[src/rtl/vga_scene_sequencer_if.sv]
// Bundles the signals between the sequencer, the hvsync generator, the buttons and the
// RGB pattern logic.
//   vsync                   : vertical sync from the hvsync generator (pixel-clock domain)
//   btn_next, btn_pause     : raw asynchronous push-buttons
//   speed[1:0], dir         : scroll step select and direction, sampled at the frame tick
//   scroll_x/y[9:0], mode   : pattern controls consumed by the RGB logic
//   blank, paused           : forced blanking and pause indication
//   frame_tick              : one-cycle pulse per frame
// Modport slave is the sequencer side; master is the surrounding system.
interface vga_scene_sequencer_if;
    logic       vsync;
    logic       btn_next;
    logic       btn_pause;
    logic [1:0] speed;
    logic       dir;
    logic [9:0] scroll_x;
    logic [9:0] scroll_y;
    logic [1:0] mode;
    logic       blank;
    logic       paused;
    logic       frame_tick;

    modport slave (
        input  vsync, btn_next, btn_pause, speed, dir,
        output scroll_x, scroll_y, mode, blank, paused, frame_tick
    );

    modport master (
        output vsync, btn_next, btn_pause, speed, dir,
        input  scroll_x, scroll_y, mode, blank, paused, frame_tick
    );
endinterface

[src/rtl/vga_scene_sequencer.sv]
// Frame-synchronous scene controller for the VGA pattern datapath. Once per frame (on the
// inactive->active vsync edge) it updates scroll offsets, pattern mode and blanking. Scenes
// advance on a frame timer or a debounced button; a second button toggles pause, and in pause
// the next button single-steps the scene.
// Ports:
//   clk    : pixel clock, the only clock
//   rst_n  : asynchronous active-low reset
//   bus_io : sequencer side of vga_scene_sequencer_if (vsync, buttons, speed/dir in;
//            scroll_x/y, mode, blank, paused, frame_tick out)
module vga_scene_sequencer #(
    parameter int unsigned FRAMES_PER_SCENE = 256,
    parameter int unsigned BLANK_FRAMES     = 2,
    parameter int unsigned DEBOUNCE_CYCLES  = 65536,
    parameter bit          VSYNC_ACTIVE     = 1'b0
) (
    input logic                  clk,
    input logic                  rst_n,
    vga_scene_sequencer_if.slave bus_io
);

    localparam int unsigned TimerW = $clog2(FRAMES_PER_SCENE);
    localparam int unsigned BcntW  = $clog2(BLANK_FRAMES + 1);
    localparam int unsigned DbW    = $clog2(DEBOUNCE_CYCLES);

    typedef enum logic [1:0] {StRun, StBlank, StPause} state_e;

    state_e              state_q, state_d;
    logic                vsync_q;
    logic                frame_tick_q;
    logic [9:0]          scroll_x_q, scroll_x_d;
    logic [9:0]          scroll_y_q, scroll_y_d;
    logic [1:0]          mode_q, mode_d;
    logic [TimerW-1:0]   timer_q, timer_d;
    logic [BcntW-1:0]    bcnt_q, bcnt_d;
    logic                next_p_q, next_p_d;
    logic                pause_p_q, pause_p_d;

    // Button index 0 = next, 1 = pause.
    logic [1:0]          sync1_q, sync2_q;
    logic [1:0]          db_q, db_d;
    logic [1:0][DbW-1:0] db_cnt_q, db_cnt_d;
    logic [1:0]          rise;

    logic                tick;
    logic                timer_last;
    logic                bcnt_last;
    logic                new_scene;
    logic                next_clr;
    logic                pause_clr;
    logic [9:0]          step;

    assign tick       = (bus_io.vsync == VSYNC_ACTIVE) && (vsync_q != VSYNC_ACTIVE);
    assign timer_last = (timer_q == TimerW'(FRAMES_PER_SCENE - 1));
    assign bcnt_last  = (bcnt_q == BcntW'(BLANK_FRAMES - 1));
    assign step       = 10'd1 << bus_io.speed;

    // Debounce: the level flips on the DEBOUNCE_CYCLES-th consecutive differing cycle.
    always_comb begin
        db_d     = db_q;
        db_cnt_d = '0;
        for (int i = 0; i < 2; i++) begin
            if (sync2_q[i] != db_q[i]) begin
                if (db_cnt_q[i] == DbW'(DEBOUNCE_CYCLES - 1)) begin
                    db_d[i] = ~db_q[i];
                end else begin
                    db_cnt_d[i] = db_cnt_q[i] + DbW'(1);
                end
            end
        end
    end

    assign rise = db_d & ~db_q;

    // State register and all datapath registers.
    always_ff @(posedge clk or negedge rst_n) begin
        if (!rst_n) begin
            state_q      <= StRun;
            vsync_q      <= 1'b0;
            frame_tick_q <= 1'b0;
            scroll_x_q   <= '0;
            scroll_y_q   <= '0;
            mode_q       <= '0;
            timer_q      <= '0;
            bcnt_q       <= '0;
            next_p_q     <= 1'b0;
            pause_p_q    <= 1'b0;
            sync1_q      <= '0;
            sync2_q      <= '0;
            db_q         <= '0;
            db_cnt_q     <= '0;
        end else begin
            state_q      <= state_d;
            vsync_q      <= bus_io.vsync;
            frame_tick_q <= tick;
            scroll_x_q   <= scroll_x_d;
            scroll_y_q   <= scroll_y_d;
            mode_q       <= mode_d;
            timer_q      <= timer_d;
            bcnt_q       <= bcnt_d;
            next_p_q     <= next_p_d;
            pause_p_q    <= pause_p_d;
            sync1_q      <= {bus_io.btn_pause, bus_io.btn_next};
            sync2_q      <= sync1_q;
            db_q         <= db_d;
            db_cnt_q     <= db_cnt_d;
        end
    end

    // Next-state logic.
    always_comb begin
        state_d = state_q;
        if (tick) begin
            unique case (state_q)
                StRun: begin
                    if (pause_p_q) begin
                        state_d = StPause;
                    end else if (next_p_q || timer_last) begin
                        state_d = StBlank;
                    end
                end
                StBlank: if (bcnt_last) state_d = StRun;
                StPause: if (pause_p_q) state_d = StRun;
                default: state_d = StRun;
            endcase
        end
    end

    // Datapath updates, all qualified by the frame tick.
    always_comb begin
        scroll_x_d = scroll_x_q;
        scroll_y_d = scroll_y_q;
        mode_d     = mode_q;
        timer_d    = timer_q;
        bcnt_d     = bcnt_q;
        new_scene  = 1'b0;
        next_clr   = 1'b0;
        pause_clr  = 1'b0;
        if (tick) begin
            unique case (state_q)
                StRun: begin
                    if (pause_p_q) begin
                        pause_clr = 1'b1;
                    end else if (next_p_q || timer_last) begin
                        timer_d  = '0;
                        bcnt_d   = '0;
                        next_clr = 1'b1;
                    end else begin
                        timer_d    = timer_q + TimerW'(1);
                        scroll_x_d = bus_io.dir ? (scroll_x_q - step) : (scroll_x_q + step);
                        if (mode_q[1]) scroll_y_d = scroll_y_q + 10'd1;
                    end
                end
                StBlank: begin
                    // Presses during blanking are discarded.
                    next_clr = 1'b1;
                    if (bcnt_last) begin
                        new_scene = 1'b1;
                    end else begin
                        bcnt_d = bcnt_q + BcntW'(1);
                    end
                end
                StPause: begin
                    if (pause_p_q) begin
                        pause_clr = 1'b1;
                    end else if (next_p_q) begin
                        next_clr  = 1'b1;
                        new_scene = 1'b1;
                    end
                end
                default: ;
            endcase
        end
        if (new_scene) begin
            mode_d     = mode_q + 2'd1;
            scroll_x_d = '0;
            scroll_y_d = '0;
            timer_d    = '0;
        end
        // A fresh press on the consuming edge is kept rather than lost.
        next_p_d  = (next_p_q & ~next_clr) | rise[0];
        pause_p_d = (pause_p_q & ~pause_clr) | rise[1];
    end

    // Outputs.
    always_comb begin
        bus_io.scroll_x   = scroll_x_q;
        bus_io.scroll_y   = scroll_y_q;
        bus_io.mode       = mode_q;
        bus_io.frame_tick = frame_tick_q;
        bus_io.blank      = (state_q == StBlank);
        bus_io.paused     = (state_q == StPause);
    end

endmodule

[src/flat_wrapper.sv]
// flat-port wrapper written by rule: the top's interface ports become plain ports
module vga_scene_sequencer_flat 
#(
    parameter int unsigned FRAMES_PER_SCENE = 256,
    parameter int unsigned BLANK_FRAMES     = 2,
    parameter int unsigned DEBOUNCE_CYCLES  = 65536,
    parameter bit          VSYNC_ACTIVE     = 1'b0
)
  (clk, rst_n, bus_io_vsync, bus_io_btn_next, bus_io_btn_pause, bus_io_speed, bus_io_dir, bus_io_scroll_x, bus_io_scroll_y, bus_io_mode, bus_io_blank, bus_io_paused, bus_io_frame_tick);
  vga_scene_sequencer_if bus_io_i ();
  input logic clk;
  input logic rst_n;
  input wire logic [$bits(bus_io_i.vsync)-1:0] bus_io_vsync;
  input wire logic [$bits(bus_io_i.btn_next)-1:0] bus_io_btn_next;
  input wire logic [$bits(bus_io_i.btn_pause)-1:0] bus_io_btn_pause;
  input wire logic [$bits(bus_io_i.speed)-1:0] bus_io_speed;
  input wire logic [$bits(bus_io_i.dir)-1:0] bus_io_dir;
  output wire logic [$bits(bus_io_i.scroll_x)-1:0] bus_io_scroll_x;
  output wire logic [$bits(bus_io_i.scroll_y)-1:0] bus_io_scroll_y;
  output wire logic [$bits(bus_io_i.mode)-1:0] bus_io_mode;
  output wire logic [$bits(bus_io_i.blank)-1:0] bus_io_blank;
  output wire logic [$bits(bus_io_i.paused)-1:0] bus_io_paused;
  output wire logic [$bits(bus_io_i.frame_tick)-1:0] bus_io_frame_tick;
  assign bus_io_i.vsync = bus_io_vsync;
  assign bus_io_i.btn_next = bus_io_btn_next;
  assign bus_io_i.btn_pause = bus_io_btn_pause;
  assign bus_io_i.speed = bus_io_speed;
  assign bus_io_i.dir = bus_io_dir;
  assign bus_io_scroll_x = bus_io_i.scroll_x;
  assign bus_io_scroll_y = bus_io_i.scroll_y;
  assign bus_io_mode = bus_io_i.mode;
  assign bus_io_blank = bus_io_i.blank;
  assign bus_io_paused = bus_io_i.paused;
  assign bus_io_frame_tick = bus_io_i.frame_tick;
  vga_scene_sequencer #(.FRAMES_PER_SCENE(FRAMES_PER_SCENE), .BLANK_FRAMES(BLANK_FRAMES), .DEBOUNCE_CYCLES(DEBOUNCE_CYCLES), .VSYNC_ACTIVE(VSYNC_ACTIVE)) u_core (.clk(clk), .rst_n(rst_n), .bus_io(bus_io_i));
endmodule
[config.mk]
export PLATFORM = sky130hd
export DESIGN_NAME = vga_scene_sequencer_flat
export DESIGN_NICKNAME = d
export VERILOG_FILES = /design/src/rtl/vga_scene_sequencer_if.sv /design/src/rtl/vga_scene_sequencer.sv /design/src/flat_wrapper.sv
export SDC_FILE = /design/constraint.sdc
export NUM_CORES = 1
export LEC_CHECK = 0
export CORE_UTILIZATION = 53
export CTS_CLUSTER_SIZE = 28
export DETAILED_ROUTE_END_ITERATION = 10
export MAX_ROUTING_LAYER = met4
export PLACE_DENSITY_LB_ADDON = 0.1
export SLEW_MARGIN = 0
export SYNTH_ARGS = -nofsm -noshare
export SYNTH_HDL_FRONTEND = slang
export SYNTH_SLANG_ARGS = --single-unit
export TNS_END_PERCENT = 5
[constraint.sdc]
create_clock -name clk -period 2.1 [get_ports clk]
set_input_delay 0.315 -clock clk [delete_from_list [all_inputs] [get_ports clk]]
set_output_delay 0.315 -clock clk [all_outputs]
set_load 0.02 [all_outputs]
Yosys cells after proc, flatten, opt, wreduce, memory -nomap -nowiden. Cells that the tools add are included.

Register bits: 76. Bits of input ports: 8. Output and inout bits: 25. Logic and storage cells: 110.

Bitwise logic cells: 11. Equality and inequality tests: 16. Mux-type cells: 46. Shift operators: 1. Reductions and logical operators: 13. Add/sub/neg operators: 8.

Operator list (count): 2-to-1 mux 10 bit (12); 2-to-1 mux 16 bit (4); 2-to-1 mux 8 bit (5); adder 16 x 1 -> 16 bit (second input constant) (2); equality test 16 bit (second input constant) (2); 2-to-1 mux 1 bit (14); 2-to-1 mux 2 bit (7); adder 10 x 1 -> 10 bit (second input constant) (1); adder 10 bit (1); AND reduction 5 bit (2); left shift 1 x 2 -> 10 bit (first input constant) (1); subtractor 10 bit (1); adder 8 x 1 -> 8 bit (second input constant) (1); equality test 8 bit (second input constant) (1); != test 2 x 1 -> 1 bit (second input constant) (4); AND reduction 4 bit (2); nonzero test 2 bit (4); != test 2 bit (second input constant) (3); one-hot mux 2 bit (3 select lines) (1); NOT 1 bit (5); adder 2 x 1 -> 2 bit (second input constant) (2); equality test 2 x 1 -> 1 bit (second input constant) (2); one-hot mux 2 bit (2 select lines) (1); != test 3 x 1 -> 1 bit (second input constant) (1); other kinds (13) (16).

Depth between registers and ports, before layout.
Word-level depth: 9. Mapped depth: 8. Gate-level depth less buffers: 8.

Worst setup path before layout. No wires, ideal clock.

Path kind: reg-to-reg. From: register u_core.scroll_x_q[0] (netlist: u_core.bus_io.scroll_x[0]). To: register u_core.scroll_x_q[8] (netlist: u_core.bus_io.scroll_x[8]). Data required time: 2031 ps. Arrival time: 2231 ps. Path buffers: 0. Library setup time: 69 ps. Cell stages (with the launch flop): 8. Clock period less this slack: 2299 ps. Path slack: -199 ps. Path through: dfrtp_1 > or3_1 > fa_1 > a21o_1 > a21o_1 > a21o_1 > a2111o_1 > nand3_1.

Cells in the longest elaborated chain, start to end: 7. Elaborated cells on any way between the ends: 8. Those cells by class: add/sub (2); mux (6).

RTL lines: start, declared (RTL line vga_scene_sequencer.sv:30) `logic [9:0] scroll_x_q, scroll_x_d;`; start signal, assigned (RTL line vga_scene_sequencer.sv:95) `scroll_x_q <= scroll_x_d;`; adder 10 bit or subtractor 10 bit (tied branches) (RTL line vga_scene_sequencer.sv:149) `scroll_x_d = bus_io.dir ? (scroll_x_q - step) : (scroll_x_q + step);`; 2-to-1 mux 10 bit * (RTL line vga_scene_sequencer.sv:149); 2-to-1 mux 10 bit * (RTL line vga_scene_sequencer.sv:143) `end else if (next_p_q || timer_last) begin`; 2-to-1 mux 10 bit * (RTL line vga_scene_sequencer.sv:141) `if (pause_p_q) begin`; 2-to-1 mux 10 bit * (RTL line vga_scene_sequencer.sv:139) `unique case (state_q)`; 2-to-1 mux 10 bit * (RTL line vga_scene_sequencer.sv:138) `if (tick) begin`; 2-to-1 mux 10 bit * (RTL line vga_scene_sequencer.sv:173) `if (new_scene) begin`.

Every way passes the cells marked *; elsewhere a longest branch is shown, timed or not. The select of a mux whose other input is x is not followed. A chain may end at the register's enable or synchronous reset.

Worst setup path after layout. Ends and elaborated chain as after synthesis.

==> results_dict.tcl <==
set metrics [dict create \
    core_um2 7370 \
    portBuffers 32 \
    worst_slew_pin_slew_ns 0.5207 \
    firstDrtPassIters 4 \
    p_leak_uw 0.002246 \
    routed_wirelength_um 7857 \
    die_w_um 90.16 \
    insertion_delay_ns 0.35 \
    antenna_found_initial 0 \
    multi_input_area_um2 2107 \
    fmax_ghz 0.4665 \
    drive_above_1_share 0.1559 \
    post-synth-top-count-cell "dfrtp_1" \
    ctsLongestPathBuffers 2 \
    syn-num-nets 438 \
    ys_seq_elements 76 \
    vdd_ir_drop_max_uv 415.9 \
    use_met3 0.04315 \
    sequentialPowerShare 0.378 \
    detail_route.wl_per_cell_um 13.55 \
    ys_seq_area_frac 0.4617 \
    skew_ns 0.009783 \
    async_flop_share 1.000 \
    n_antenna_cell 0 \
    synth_common_cells "dfrtp_1, nor2_1, nand2_1" \
    rows 31 \
    synth_ff_type "dfrtp_1" \
    htree_levels 3 \
    grt_max_degree 45 \
    dieArea_um2 8128 \
    clock-sinks 76 \
    root_buffer "clkbuf_8" \
    violations "setup timing" \
    yosys.area.top_type_share 0.4617 \
    critPathRequiredTime_ns 2.39 \
    dp_hpwl_um 5664 \
    worstHoldPathType "reg2reg" \
    criticalPathCategory "reg2reg" \
    synthTopCellsByArea "dfrtp_1, ha_1, xor2_1" \
    busiest_layer "met2" \
    start_util 0.5589 \
    via_per_inst 5.426 \
    whs_ns 0.3505 \
    num_vias 3147 \
    seq_area_um2 1903 \
    cap_violations 0 \
    grt_pass1_vias 3155 \
    synth_top_area_cell "dfrtp_1" \
    internal_power_uw 3304 \
    clkPwrFrac 0.270 \
    fin_ws_ns -0.04380 \
    switchingPower_uw 1579 \
    numCtsBuffers 9 \
    drtAntennaViolNets 0 \
    critical_path_arrival_ns 2.44 \
    place_congestion 0.9216 \
    grt-ovfl-total 0 \
    total_power_uw 4883 \
    grt_setup_unrepaired "true" \
    synth_cells 412 \
    finalMaxSlewViolations 0 \
    grt_first_pass_wirelength_um 14310 \
    syn-cell-area_um2 4119 \
    status "finished with violations" \
    fin_crit_sh 1.021 \
    dpl-instance-area_um2 4795 \
    fillers 589 \
    p_per_area_nw_per_um2 967.4 \
    setup_violations 1 \
    share_comb_of_total_power 0.352 \
    fin_crit_ns 2.144 \
    finalHoldViolCount 0 \
    final_area_um2 5047 \
    drtIter0Drc 124 \
    switching_share 0.3234 \
    grt_usage 0.2248 \
    grt_util_met1 0.2807 \
    drc 0 \
    cts_tree "done" \
    die_height_um 90.16 \
    synth-edff-count 0 \
    ios 33 \
    ys_types 63 \
    area_delta_synth_final_pct 22.54 \
    yosysWarnings 0 \
    cts.clk_slew.worst_paths_ns 0.08 \
    max-slew-margin-rel 0.6520 \
    crit_path_max_fanout 4 \
    grtUsageMet2 0.3581 \
    endpoint_kind "flip-flop" \
    startpoint_type "flip-flop" \
    synth.avg_cell_area_um2 9.997 \
    nets 503 \
]
[area by class of cell]
type / instances / area share
Multi-Input combinational cell: 306 / 0.4175
Tap cell: 99 / 0.02454
Clock inverter: 4 / 0.01958
Sequential cell: 76 / 0.3770
Clock buffer: 11 / 0.02603
Inverter: 17 / 0.01264
Timing Repair Buffer: 67 / 0.1227
[cells in the final DEF, fill, tap and decap left out, types with 4 or more instances in the layout]
cell type / instances
dfrtp_1: 75
nor2_1: 53
nand2_1: 31
buf_4: 31
nand3_1: 27
clkdlybuf4s50_1: 27
xor2_1: 24
xnor2_1: 18
inv_1: 17
a21oi_1: 17
ha_1: 17
o21ai_0: 16
clkbuf_8: 9
and3_1: 8
nand4_1: 7
a21o_1: 6
nor3_2: 6
and4_1: 5
nand2b_1: 5
nand3b_1: 5
and2_1: 4
dlygate4sd2_1: 4
[final timing paths]
check / start / endpoint / slack [ns] / depth (start not counted)
setup / recovery: u_core.bus_io.scroll_x[0] / u_core.bus_io.scroll_x[8] / -0.04 / 7
hold / removal: u_core.sync1_q[0] / u_core.sync2_q[0] / 0.35 / 0
setup reg to reg: u_core.bus_io.scroll_x[0] / u_core.bus_io.scroll_x[8] / -0.04 / 7
hold reg to reg: u_core.sync1_q[0] / u_core.sync2_q[0] / 0.35 / 0
max in group asynchronous: rst_n / u_core.bus_io.scroll_x[4] / 1.07 / 3
min in group asynchronous: rst_n / u_core.db_cnt_q[8] / 0.45 / 2
[sequential cells by signal, summed over array words and instances, names as in the netlist]
register / flops
u_core.db_cnt_q: 32
u_core.bus_io.scroll_x: 10
u_core.bus_io.scroll_y: 10
u_core.timer_q: 8
u_core.bcnt_q: 2
u_core.bus_io.mode: 2
u_core.db_q: 2
u_core.state_q: 2
u_core.sync1_q: 2
u_core.sync2_q: 2
u_core.bus_io.frame_tick: 1
u_core.next_p_q: 1
u_core.pause_p_q: 1
u_core.vsync_q: 1
[kinds of logic after synthesis]
logic type      share of synthesized area
compound gates                     0.1179
fa+ha+maj                         0.05650
simple gates                       0.2360
flops                              0.4617
mux                              0.005467
xor+xnor                          0.08931
buf+inv                           0.03311
[power groups by stage]
stage	Clock (µW)	Combinational (µW)	Sequential [µW]
CTS	1340	1730	1850
floorplan	0	864	1980
detailed placement	0	1690	1870
global route	1400	1910	1880
global placement	0	1650	1870
finish	1320	1720	1850
[what timing repair did]
item                       in CTS  in global routing
hold buffers                    1                  0
setup endpoints to repair       6                  3
hold endpoints to repair       32                  0
pin swaps                       4                  1
gates resized for setup         7                  0
setup buffers                   1                  0
[critical path, stage by stage (launching register included)]
cell and delay, ns:
dfrtp_2 0.40, or3_4 0.37, fa_2 0.36, a21o_1 0.16, a21o_1 0.19, a21o_1 0.18
a2111o_1 0.36, nand3_1 0.07
[per-stage QoR]
step,cells,utilization,setup TNS [ns],setup slack (ns)
finish,580,0.6849,-0.04380,-0.04380
global placement,563,0.6506,-2.791,-0.5970
floorplan,412,-,-0.1536,-0.08197
detailed placement,563,0.6506,-3.157,-0.6422
CTS,580,0.6849,-0.05879,-0.05879
global route,580,0.6849,-0.1833,-0.1145
[routing by layer]
metal	part of all wire	routed length, µm
met1	0.47	3724
met2	0.48	3792
met3	0.025	199
met4	0.018	140
met5	0	0
No activity file was read; power rests on OpenSTA's default activity.
